==> config.mk <==
export PLATFORM = sky130hd
export DESIGN_NAME = uart_tx_fifo_flat
export DESIGN_NICKNAME = d
export VERILOG_FILES = /design/src/rtl/uart_tx_fifo_if.sv /design/src/rtl/uart_tx_fifo.sv /design/src/flat_wrapper.sv
export SDC_FILE = /design/constraint.sdc
export NUM_CORES = 1
export LEC_CHECK = 0
export ABC_CLOCK_PERIOD_IN_PS = 7200
export CAP_MARGIN = 10
export CORE_UTILIZATION = 45
export CTS_BUF_LIST = sky130_fd_sc_hd__clkbuf_8
export CTS_CLUSTER_SIZE = 8
export DETAILED_ROUTE_END_ITERATION = 12
export PLACE_DENSITY_LB_ADDON = 0.1
export SLEW_MARGIN = 20
export SYNTH_ARGS = -nofsm -noshare
export SYNTH_HDL_FRONTEND = slang
export SYNTH_SLANG_ARGS = --single-unit
==> constraint.sdc <==
create_clock -name clk -period 7.2 [get_ports clk]
set_clock_uncertainty 0.2 [all_clocks]
set_input_delay 1.8 -clock clk [delete_from_list [all_inputs] [get_ports clk]]
set_output_delay 1.8 -clock clk [all_outputs]
set_load 0.02 [all_outputs]
==> src/rtl/uart_tx_fifo_if.sv <==
// Byte-queue and serial-line signals of the FIFO-buffered UART transmitter.
// The master drives writes and frame options; the slave is the transmitter itself.
interface uart_tx_fifo_if #(
  parameter int unsigned DATA_BW       = 8,
  parameter int unsigned FIFO_ADDR_BIT = 3
);
  logic                   transmit;
  logic [DATA_BW-1:0]     data_in;
  logic [1:0]             parity_mode;
  logic                   two_stop;
  logic                   tx;
  logic                   busy;
  logic                   full;
  logic                   empty;
  logic [FIFO_ADDR_BIT:0] fifo_count;
  logic                   overflow;

  modport master (
    output transmit, data_in, parity_mode, two_stop,
    input  tx, busy, full, empty, fifo_count, overflow
  );

  modport slave (
    input  transmit, data_in, parity_mode, two_stop,
    output tx, busy, full, empty, fifo_count, overflow
  );
endinterface

==> src/rtl/uart_tx_fifo.sv <==
// UART transmitter with a write FIFO: LSB-first frames with configurable data width,
// optional even/odd parity and one or two stop bits.
module uart_tx_fifo #(
  parameter int unsigned DATA_BW       = 8,
  parameter int unsigned BAUD_COUNT    = 10416,
  parameter int unsigned BAUD_BIT      = 14,
  parameter int unsigned FIFO_DEPTH    = 8,
  parameter int unsigned FIFO_ADDR_BIT = 3
) (
  input logic          clk,
  input logic          rst,
  uart_tx_fifo_if.slave bus
);

  localparam logic [2:0] StIdle   = 3'd0;
  localparam logic [2:0] StStart  = 3'd1;
  localparam logic [2:0] StData   = 3'd2;
  localparam logic [2:0] StParity = 3'd3;
  localparam logic [2:0] StStop   = 3'd4;

  localparam logic [BAUD_BIT-1:0]    BaudLast  = BAUD_BIT'(BAUD_COUNT - 1);
  localparam logic [3:0]             BitLast   = 4'(DATA_BW - 1);
  localparam logic [FIFO_ADDR_BIT:0] CountFull = (FIFO_ADDR_BIT + 1)'(FIFO_DEPTH);

  logic [DATA_BW-1:0]       mem_q [FIFO_DEPTH];
  logic [FIFO_ADDR_BIT-1:0] wptr_q, wptr_d, rptr_q, rptr_d;
  logic [FIFO_ADDR_BIT:0]   count_q, count_d;
  logic [2:0]               state_q, state_d;
  logic [BAUD_BIT-1:0]      baud_q, baud_d;
  logic [3:0]               bit_q, bit_d;
  logic [DATA_BW-1:0]       shift_q, shift_d;
  logic                     par_bit_q, par_bit_d;
  logic                     par_en_q, par_en_d;
  logic                     two_stop_q, two_stop_d;
  logic                     stop2_q, stop2_d;
  logic                     tx_q, tx_d;
  logic                     busy_q, busy_d;

  logic full, empty, bit_end, pop, push;

  assign full    = (count_q == CountFull);
  assign empty   = (count_q == '0);
  assign bit_end = (baud_q == BaudLast);
  // A full FIFO still accepts a write on the edge that pops it.
  assign push    = bus.transmit & (~full | pop);

  always_comb begin
    state_d    = state_q;
    baud_d     = (state_q == StIdle || bit_end) ? '0 : baud_q + 1'b1;
    bit_d      = bit_q;
    shift_d    = shift_q;
    par_bit_d  = par_bit_q;
    par_en_d   = par_en_q;
    two_stop_d = two_stop_q;
    stop2_d    = stop2_q;
    tx_d       = tx_q;
    busy_d     = busy_q;
    pop        = 1'b0;

    case (state_q)
      StIdle: begin
        if (!empty) pop = 1'b1;
      end
      StStart: begin
        if (bit_end) begin
          state_d = StData;
          tx_d    = shift_q[0];
          bit_d   = '0;
        end
      end
      StData: begin
        if (bit_end) begin
          if (bit_q == BitLast) begin
            if (par_en_q) begin
              state_d = StParity;
              tx_d    = par_bit_q;
            end else begin
              state_d = StStop;
              tx_d    = 1'b1;
              stop2_d = 1'b0;
            end
          end else begin
            shift_d = shift_q >> 1;
            tx_d    = shift_q[1];
            bit_d   = bit_q + 1'b1;
          end
        end
      end
      StParity: begin
        if (bit_end) begin
          state_d = StStop;
          tx_d    = 1'b1;
          stop2_d = 1'b0;
        end
      end
      StStop: begin
        if (bit_end) begin
          if (two_stop_q && !stop2_q) begin
            stop2_d = 1'b1;
          end else if (!empty) begin
            pop = 1'b1;
          end else begin
            state_d = StIdle;
            busy_d  = 1'b0;
          end
        end
      end
      default: state_d = StIdle;
    endcase

    // Frame start: options are latched here so mid-frame changes wait for the next frame.
    if (pop) begin
      state_d    = StStart;
      shift_d    = mem_q[rptr_q];
      par_bit_d  = (^mem_q[rptr_q]) ^ (bus.parity_mode == 2'd2);
      par_en_d   = (bus.parity_mode == 2'd1) || (bus.parity_mode == 2'd2);
      two_stop_d = bus.two_stop;
      tx_d       = 1'b0;
      busy_d     = 1'b1;
      baud_d     = '0;
    end

    rptr_d = pop  ? rptr_q + 1'b1 : rptr_q;
    wptr_d = push ? wptr_q + 1'b1 : wptr_q;
    unique case ({push, pop})
      2'b10:   count_d = count_q + 1'b1;
      2'b01:   count_d = count_q - 1'b1;
      default: count_d = count_q;
    endcase
  end

  always_ff @(posedge clk) begin
    if (rst && push) mem_q[wptr_q] <= bus.data_in;
  end

  always_ff @(posedge clk) begin
    if (!rst) begin
      wptr_q     <= '0;
      rptr_q     <= '0;
      count_q    <= '0;
      state_q    <= StIdle;
      baud_q     <= '0;
      bit_q      <= '0;
      shift_q    <= '0;
      par_bit_q  <= 1'b0;
      par_en_q   <= 1'b0;
      two_stop_q <= 1'b0;
      stop2_q    <= 1'b0;
      tx_q       <= 1'b1;
      busy_q     <= 1'b0;
    end else begin
      wptr_q     <= wptr_d;
      rptr_q     <= rptr_d;
      count_q    <= count_d;
      state_q    <= state_d;
      baud_q     <= baud_d;
      bit_q      <= bit_d;
      shift_q    <= shift_d;
      par_bit_q  <= par_bit_d;
      par_en_q   <= par_en_d;
      two_stop_q <= two_stop_d;
      stop2_q    <= stop2_d;
      tx_q       <= tx_d;
      busy_q     <= busy_d;
    end
  end

  assign bus.tx         = tx_q;
  assign bus.busy       = busy_q;
  assign bus.full       = full;
  assign bus.empty      = empty;
  assign bus.fifo_count = count_q;
  assign bus.overflow   = rst & bus.transmit & full & ~pop;

endmodule

==> src/flat_wrapper.sv <==
// flat-port wrapper written by rule: the top's interface ports become plain ports
module uart_tx_fifo_flat 
#(
  parameter int unsigned DATA_BW       = 8,
  parameter int unsigned BAUD_COUNT    = 10416,
  parameter int unsigned BAUD_BIT      = 14,
  parameter int unsigned FIFO_DEPTH    = 8,
  parameter int unsigned FIFO_ADDR_BIT = 3
)
  (clk, rst, bus_transmit, bus_data_in, bus_parity_mode, bus_two_stop, bus_tx, bus_busy, bus_full, bus_empty, bus_fifo_count, bus_overflow);
  uart_tx_fifo_if #(.DATA_BW(DATA_BW), .FIFO_ADDR_BIT(FIFO_ADDR_BIT)) bus_i ();
  input logic clk;
  input logic rst;
  input wire logic [$bits(bus_i.transmit)-1:0] bus_transmit;
  input wire logic [$bits(bus_i.data_in)-1:0] bus_data_in;
  input wire logic [$bits(bus_i.parity_mode)-1:0] bus_parity_mode;
  input wire logic [$bits(bus_i.two_stop)-1:0] bus_two_stop;
  output wire logic [$bits(bus_i.tx)-1:0] bus_tx;
  output wire logic [$bits(bus_i.busy)-1:0] bus_busy;
  output wire logic [$bits(bus_i.full)-1:0] bus_full;
  output wire logic [$bits(bus_i.empty)-1:0] bus_empty;
  output wire logic [$bits(bus_i.fifo_count)-1:0] bus_fifo_count;
  output wire logic [$bits(bus_i.overflow)-1:0] bus_overflow;
  assign bus_i.transmit = bus_transmit;
  assign bus_i.data_in = bus_data_in;
  assign bus_i.parity_mode = bus_parity_mode;
  assign bus_i.two_stop = bus_two_stop;
  assign bus_tx = bus_i.tx;
  assign bus_busy = bus_i.busy;
  assign bus_full = bus_i.full;
  assign bus_empty = bus_i.empty;
  assign bus_fifo_count = bus_i.fifo_count;
  assign bus_overflow = bus_i.overflow;
  uart_tx_fifo #(.DATA_BW(DATA_BW), .BAUD_COUNT(BAUD_COUNT), .BAUD_BIT(BAUD_BIT), .FIFO_DEPTH(FIFO_DEPTH), .FIFO_ADDR_BIT(FIFO_ADDR_BIT)) u_core (.clk(clk), .rst(rst), .bus(bus_i));
endmodule
==> Yosys cells after proc, flatten, opt, wreduce, memory -nomap -nowiden <==
Memories as Yosys holds them, arrays and structs flattened. A register that Yosys moved wholly into a read port is not among the register bits.
Index checks and enable logic that the tools add are counted.
{ "word_totals": {"reg_bits": 45, "latchBits": 0, "ram_bits": 64, "romBits": 0, "out_inout_bits": 9, "wordCells": 133, "n_memories": 1} }
{ "op_classes": {"addsub": 6, "mul": 0, "div_mod_pow": 0, "magnitude_cmp": 0, "eq_ne": 31, "shifts": 0, "muxes": 46, "bitwise": 10, "n_reduce_logical": 25} }
{ "mem_list": {"columns": ["name", "depth", "word_bits", "read_ports", "rd_clocked_by_memory_dff", "write_ports", "line_no", "rtl"], "rows": [
  ["u_core.mem_q", 8, 8, 1, 1, 1, "uart_tx_fifo.sv:25", "logic [DATA_BW-1:0] mem_q [FIFO_DEPTH];"]
]} }
{ "ops": {"columns": ["op", "count"], "rows": [
  ["$mux W8", 4],
  ["$mux W3", 10],
  ["$mux W1", 23],
  ["$ne A2 B1 Y1 const B", 9],
  ["$pmux W4 S2", 2],
  ["$reduce_and A8 Y1", 2],
  ["$ne A3 B1 Y1 const B", 5],
  ["$pmux W3 S5", 1],
  ["$add A14 B1 Y14 const B", 1],
  ["$eq A14 B14 Y1 const B", 1],
  ["$mux W4", 3],
  ["$reduce_and A4 Y1", 3],
  ["$reduce_bool A2 Y1", 6],
  ["$add A4 B1 Y4 const B", 2],
  ["$ne A2 B2 Y1 const B", 4],
  ["$reduce_xor A8 Y1", 1],
  ["$reduce_and A7 Y1", 1],
  ["$add A3 B1 Y3 const B", 2],
  ["$eq A3 B2 Y1 const B", 2],
  ["$ne A3 B2 Y1 const B", 2],
  ["$pmux W1 S3", 2],
  ["$and A1 B1 Y1", 4],
  ["$eq A2 B1 Y1 const B", 2],
  ["$eq A2 B2 Y1 const B", 2],
  ["19 further kinds", 24]
]} }

==> Longest topological paths before layout <==
{ "logic_depth": {"ltp_word": 10, "depth_mapped": 14} }

==> Worst setup path before layout <==
No wires, ideal clock.
{ "synth_timing": {"kind": "input-to-output", "from": "in rst", "to": "out bus_overflow", "arrival_time_ps": 2473, "required_ps": 5200, "setup_slack_ps": 2727, "cell_stages": 3, "path_buffers": 1, "path_cell_list": "clkbuf_1 > nand2_1 > nor2_1"} }
{ "synth_via": {"elab_chain_len": 3} }
{ "synth_rtl": {"columns": ["item", "line_no", "rtl"], "rows": [
  ["from (decl)", "flat_wrapper.sv:13", "input logic rst;"],
  ["$and A1 B1 Y1 (3 in a row)", "uart_tx_fifo.sv:173", "assign bus.overflow = rst & bus.transmit & full & ~pop;"],
  ["to (decl)", "flat_wrapper.sv:23", "output wire logic [$bits(bus_i.overflow)-1:0] bus_overflow;"]
]} }
Every way passes these cells.

==> Final worst setup path <==
Ends and elaborated chain as after synthesis.

==> flow_results.org <==
** Timing
- The max-slew violation count came to 0.
- Final setup fails :: 0
- Final hold slack :: 267 ps
- Adding up every negative setup slack in the final design gives 0 ps.
- For the pin with the worst max-slew slack, the measured transition is 1070 ps.
- Final period utilization :: between 70% and 80%
- In this run the tightest slew margin relative to its limit is approximately 28%.
- Fin worst setup slack :: 1740 ps
- Achievable frequency :: 0.183 GHz
- Hold Violations, Final :: 0
- For the finished layout, the period the worst path requires is around 5500 ps.
- Setup repair after global routing left no endpoint under its margin.

** Final layout
- In the final layout, the share of cells above drive strength 1 is roughly 8.5%.
- In the final design database the tool counted 416 nets.
- Antenna fix cells :: 0
- The area growth from synthesis to layout is 10.9%.
- Post-route cell area :: 0.00537 mm²
- Fill cells in the final layout number 917.

** Place
- Once placement finished, the instance area stood at 0.00518 mm².
- Input/output buffers :: 22
- Final Wtd Congestion :: 0.768
- OpenSTA, run right after detailed placement, puts the worst setup slack at 1770 ps.
- Detailed-placement wirelength estimate :: 6120 µm

** GRT
- Global routing used 17.9% of the available tracks across all layers.
- Global-route wire length before repair :: 15100 µm
- Entering global routing, the biggest net connects 30 pins.
- The number of antenna violations at the first check in global routing was 0.
- The via count of the first global-routing pass came to around 2900.
- Total global routing overflow :: 0

** Synthesis
- The cell count after synthesis came out at 373.
- Yosys mapped a number of flops with a built-in enable equal to 64.
- After synthesis, the most frequently instantiated cells are sky130_fd_sc_hd__edfxtp_1, sky130_fd_sc_hd__dfxtp_1, sky130_fd_sc_hd__nor2_1.
- The Yosys step of the flow raised 0 warnings.
- By area the synthesized netlist is led by sky130_fd_sc_hd__edfxtp_1, sky130_fd_sc_hd__dfxtp_1, sky130_fd_sc_hd__mux4_1.
- Distinct cells, synth :: 56
- Yosys instantiated no cell more often than sky130_fd_sc_hd__edfxtp_1.
- After synthesis, the mean cell area works out to 13.0 µm².
- Async SR Flop Fraction :: 0%
- Synthesis produced a netlist with a net count of between 300 and 400.
- #FFs+latches synth :: 112
- Cell type with the largest total area after synthesis :: sky130_fd_sc_hd__edfxtp_1
- Dominant synthesized flop cell :: sky130_fd_sc_hd__edfxtp_1
- Summing the sequential cell areas from Yosys gives 59.5% of the chip area.
- The mapped netlist covers 0.00484 mm².
- Yosys top cell area share :: between 30% and 40%

** CTS
- The cell sitting at the root of the clock tree is a sky130_fd_sc_hd__clkbuf_8.
- Count of hold-fix buffers inserted at cts :: 0
- At the later pin of the worst-skew pair, clock insertion delay measures 370 ps.
- CTS built an H-tree with a depth of 3.
- TritonCTS built the clock tree.
- Post-CTS setup buffer count :: 0
- The tree built by TritonCTS fans out to 112 sinks.
- Number of buffers created by CTS :: 9
- Clock-pin slew reported for the worst setup and hold paths after clock tree synthesis :: around 110 ps
- No sink is reached through more buffers than the 2 on the longest clock path.
- Post-CTS repair changed the size of 0 cells.

** Routing
- In the routed design, unresolved DRC markers number 0.
- Wire per inst :: around 17 µm
- Antenna Nets Post-Route :: 0
- The first TritonRoute pass finished after 5 iterations.
- Via count :: 2986
- DRC marker count from the first detailed-route iteration :: about 140
- After detailed routing, the number of vias per cell comes to between 5 and 6.
- Drt total wl :: slightly above 9000 µm

** Power
- For this design the static power due to leakage is 1.78 nW.
- In this run the power density over the cells is ~330 mW/mm².
- Worst-case vdd ir drop :: 0.150 mV
- Sum of internal, switching and leakage power :: 1.75 mW

** Worst hold path
- Type of the most critical hold path :: reg2reg

** Critical path
- Walking the worst path, the cells encountered are clkdlybuf4s50_1 -> nand2_1 -> nor2_1 -> clkdlybuf4s50_1.
- For the worst setup path, the data arrival time is roughly 3500 ps.
- On the worst path, the slowest cell contributes a delay of a little under 700 ps.
- Endpoint required time on the critical path :: 5200 ps
- In this run the worst path has a maximum fanout of 10.
- Number of buffers and inverters on the critical path :: 2
- The cell family contributing the most delay on the critical path is buffers and inverters.
- By instance count, the cell type seen most on the critical path is sky130_fd_sc_hd__clkdlybuf4s50_1.
- Element type at the critical path end :: output port
- Critical path class :: in2out
- CP Launch Type :: primary input
- Crit-path slowest cell :: sky130_fd_sc_hd__clkdlybuf4s50_1

** Floorplan
- In this run the standard cell core region covers 0.0104 mm².
- In this run the count of I/O pins placed on the die edge is 23.
- Horizontal die dimension :: 106 µm
- The initial utilization of the core area, before any placement, comes to 46.7%.
- The die is 106 µm tall.
- The floorplan has 37 rows.
- The die covers 0.0112 mm².

** Job
- Max-cap violations in this run came to 0.

** Status
- Outcome :: finished clean
through the flow:
stage               utilization [%]  std cells
global placement               49.8        518
global route                   51.8        534
floorplan                         -        373
finish                         51.8        534
detailed placement             49.9        519
CTS                            51.8        534
metal layers:
layer	part of all wire [%]	track usage, %
met5	0	0
met4	1.2	5.26
met3	5.2	3.03
met2	47	28.1
met1	47	25.7
flip-flops by register name, indices dropped and copies added (netlist names), named ones only:
register               count
u_core.shift_q             8
u_core.par_bit_q           1
u_core.wptr_q              3
u_core.baud_q             14
u_core.bus.tx              1
u_core.mem_q              64
u_core.stop2_q             1
u_core.par_en_q            1
u_core.state_q             3
u_core.rptr_q              3
u_core.two_stop_q          1
u_core.bus.fifo_count      4
u_core.bit_q               4
u_core.bus.busy            1
layout make-up:
type	instances	area [µm²]	area share, %
Tap cell	136	170	3.17
Inverter	7	26.3	0.489
Multi-Input combinational cell	237	1840	34.3
Clock inverter	6	68.8	1.28
Sequential cell	112	2880	53.7
Timing Repair Buffer	27	258	4.80
Clock buffer	9	124	2.31
cells by family (layout without fill, tap and decap cells):
logic type / after synthesis / after routing / share of synthesized area [%]
compound gates: 57 / 57 / 7.37
simple gates: 122 / 122 / 12.9
flops: 112 / 112 / 59.5
buf+inv: 24 / 49 / 2.74
xor+xnor: 23 / 23 / 4.44
fa+ha+maj: 8 / 8 / 2.07
mux: 27 / 27 / 10.9
worst min-delay path, delay by kind of cell, from the launching register on:
kind	cells	cell delay, ps
DFF	1	330
and+or+nand+nor	1	50
AOI/OAI and AO/OA	1	50
path summary, 6_finish.rpt:
check	slack, ps	depth (start not counted)	from	endpoint
worst max-delay path	1740	4	rst	bus_overflow
worst min register to register	270	2	u_core.two_stop_q	u_core.two_stop_q
worst max register to register	2850	13	u_core.baud_q[0]	u_core.bus.fifo_count[2]
worst min-delay path	270	2	u_core.two_stop_q	u_core.two_stop_q
report_power, final:
part / total [mW] / internal [mW] / switching (mW) / leakage (nW)
logic: 0.564 / 0.264 / 0.300 / 0.724
registers: 0.814 / 0.738 / 0.0756 / 0.969
clock network: 0.369 / 0.161 / 0.208 / 0.0892
total: 1.75 / 1.16 / 0.583 / 1.78
cell usage in the layout (no fill, tap or decap), drive strengths merged, types with 4 or more instances in the layout:
| cell type | count |
|---|---|
| nor3 | 4 |
| nand3 | 17 |
| xor2 | 16 |
| clkdlybuf4s50 | 22 |
| nand4 | 7 |
| nor2b | 7 |
| buf | 5 |
| o21ai | 13 |
| dfxtp | 48 |
| mux2i | 10 |
| nand2 | 21 |
| clkbuf | 9 |
| nor2 | 36 |
| inv | 8 |
| nor4 | 4 |
| a21oi | 24 |
| edfxtp | 64 |
| and3 | 4 |
| mux4 | 16 |
| ha | 8 |
| xnor2 | 6 |
No activity file was read; power rests on OpenSTA's default activity.
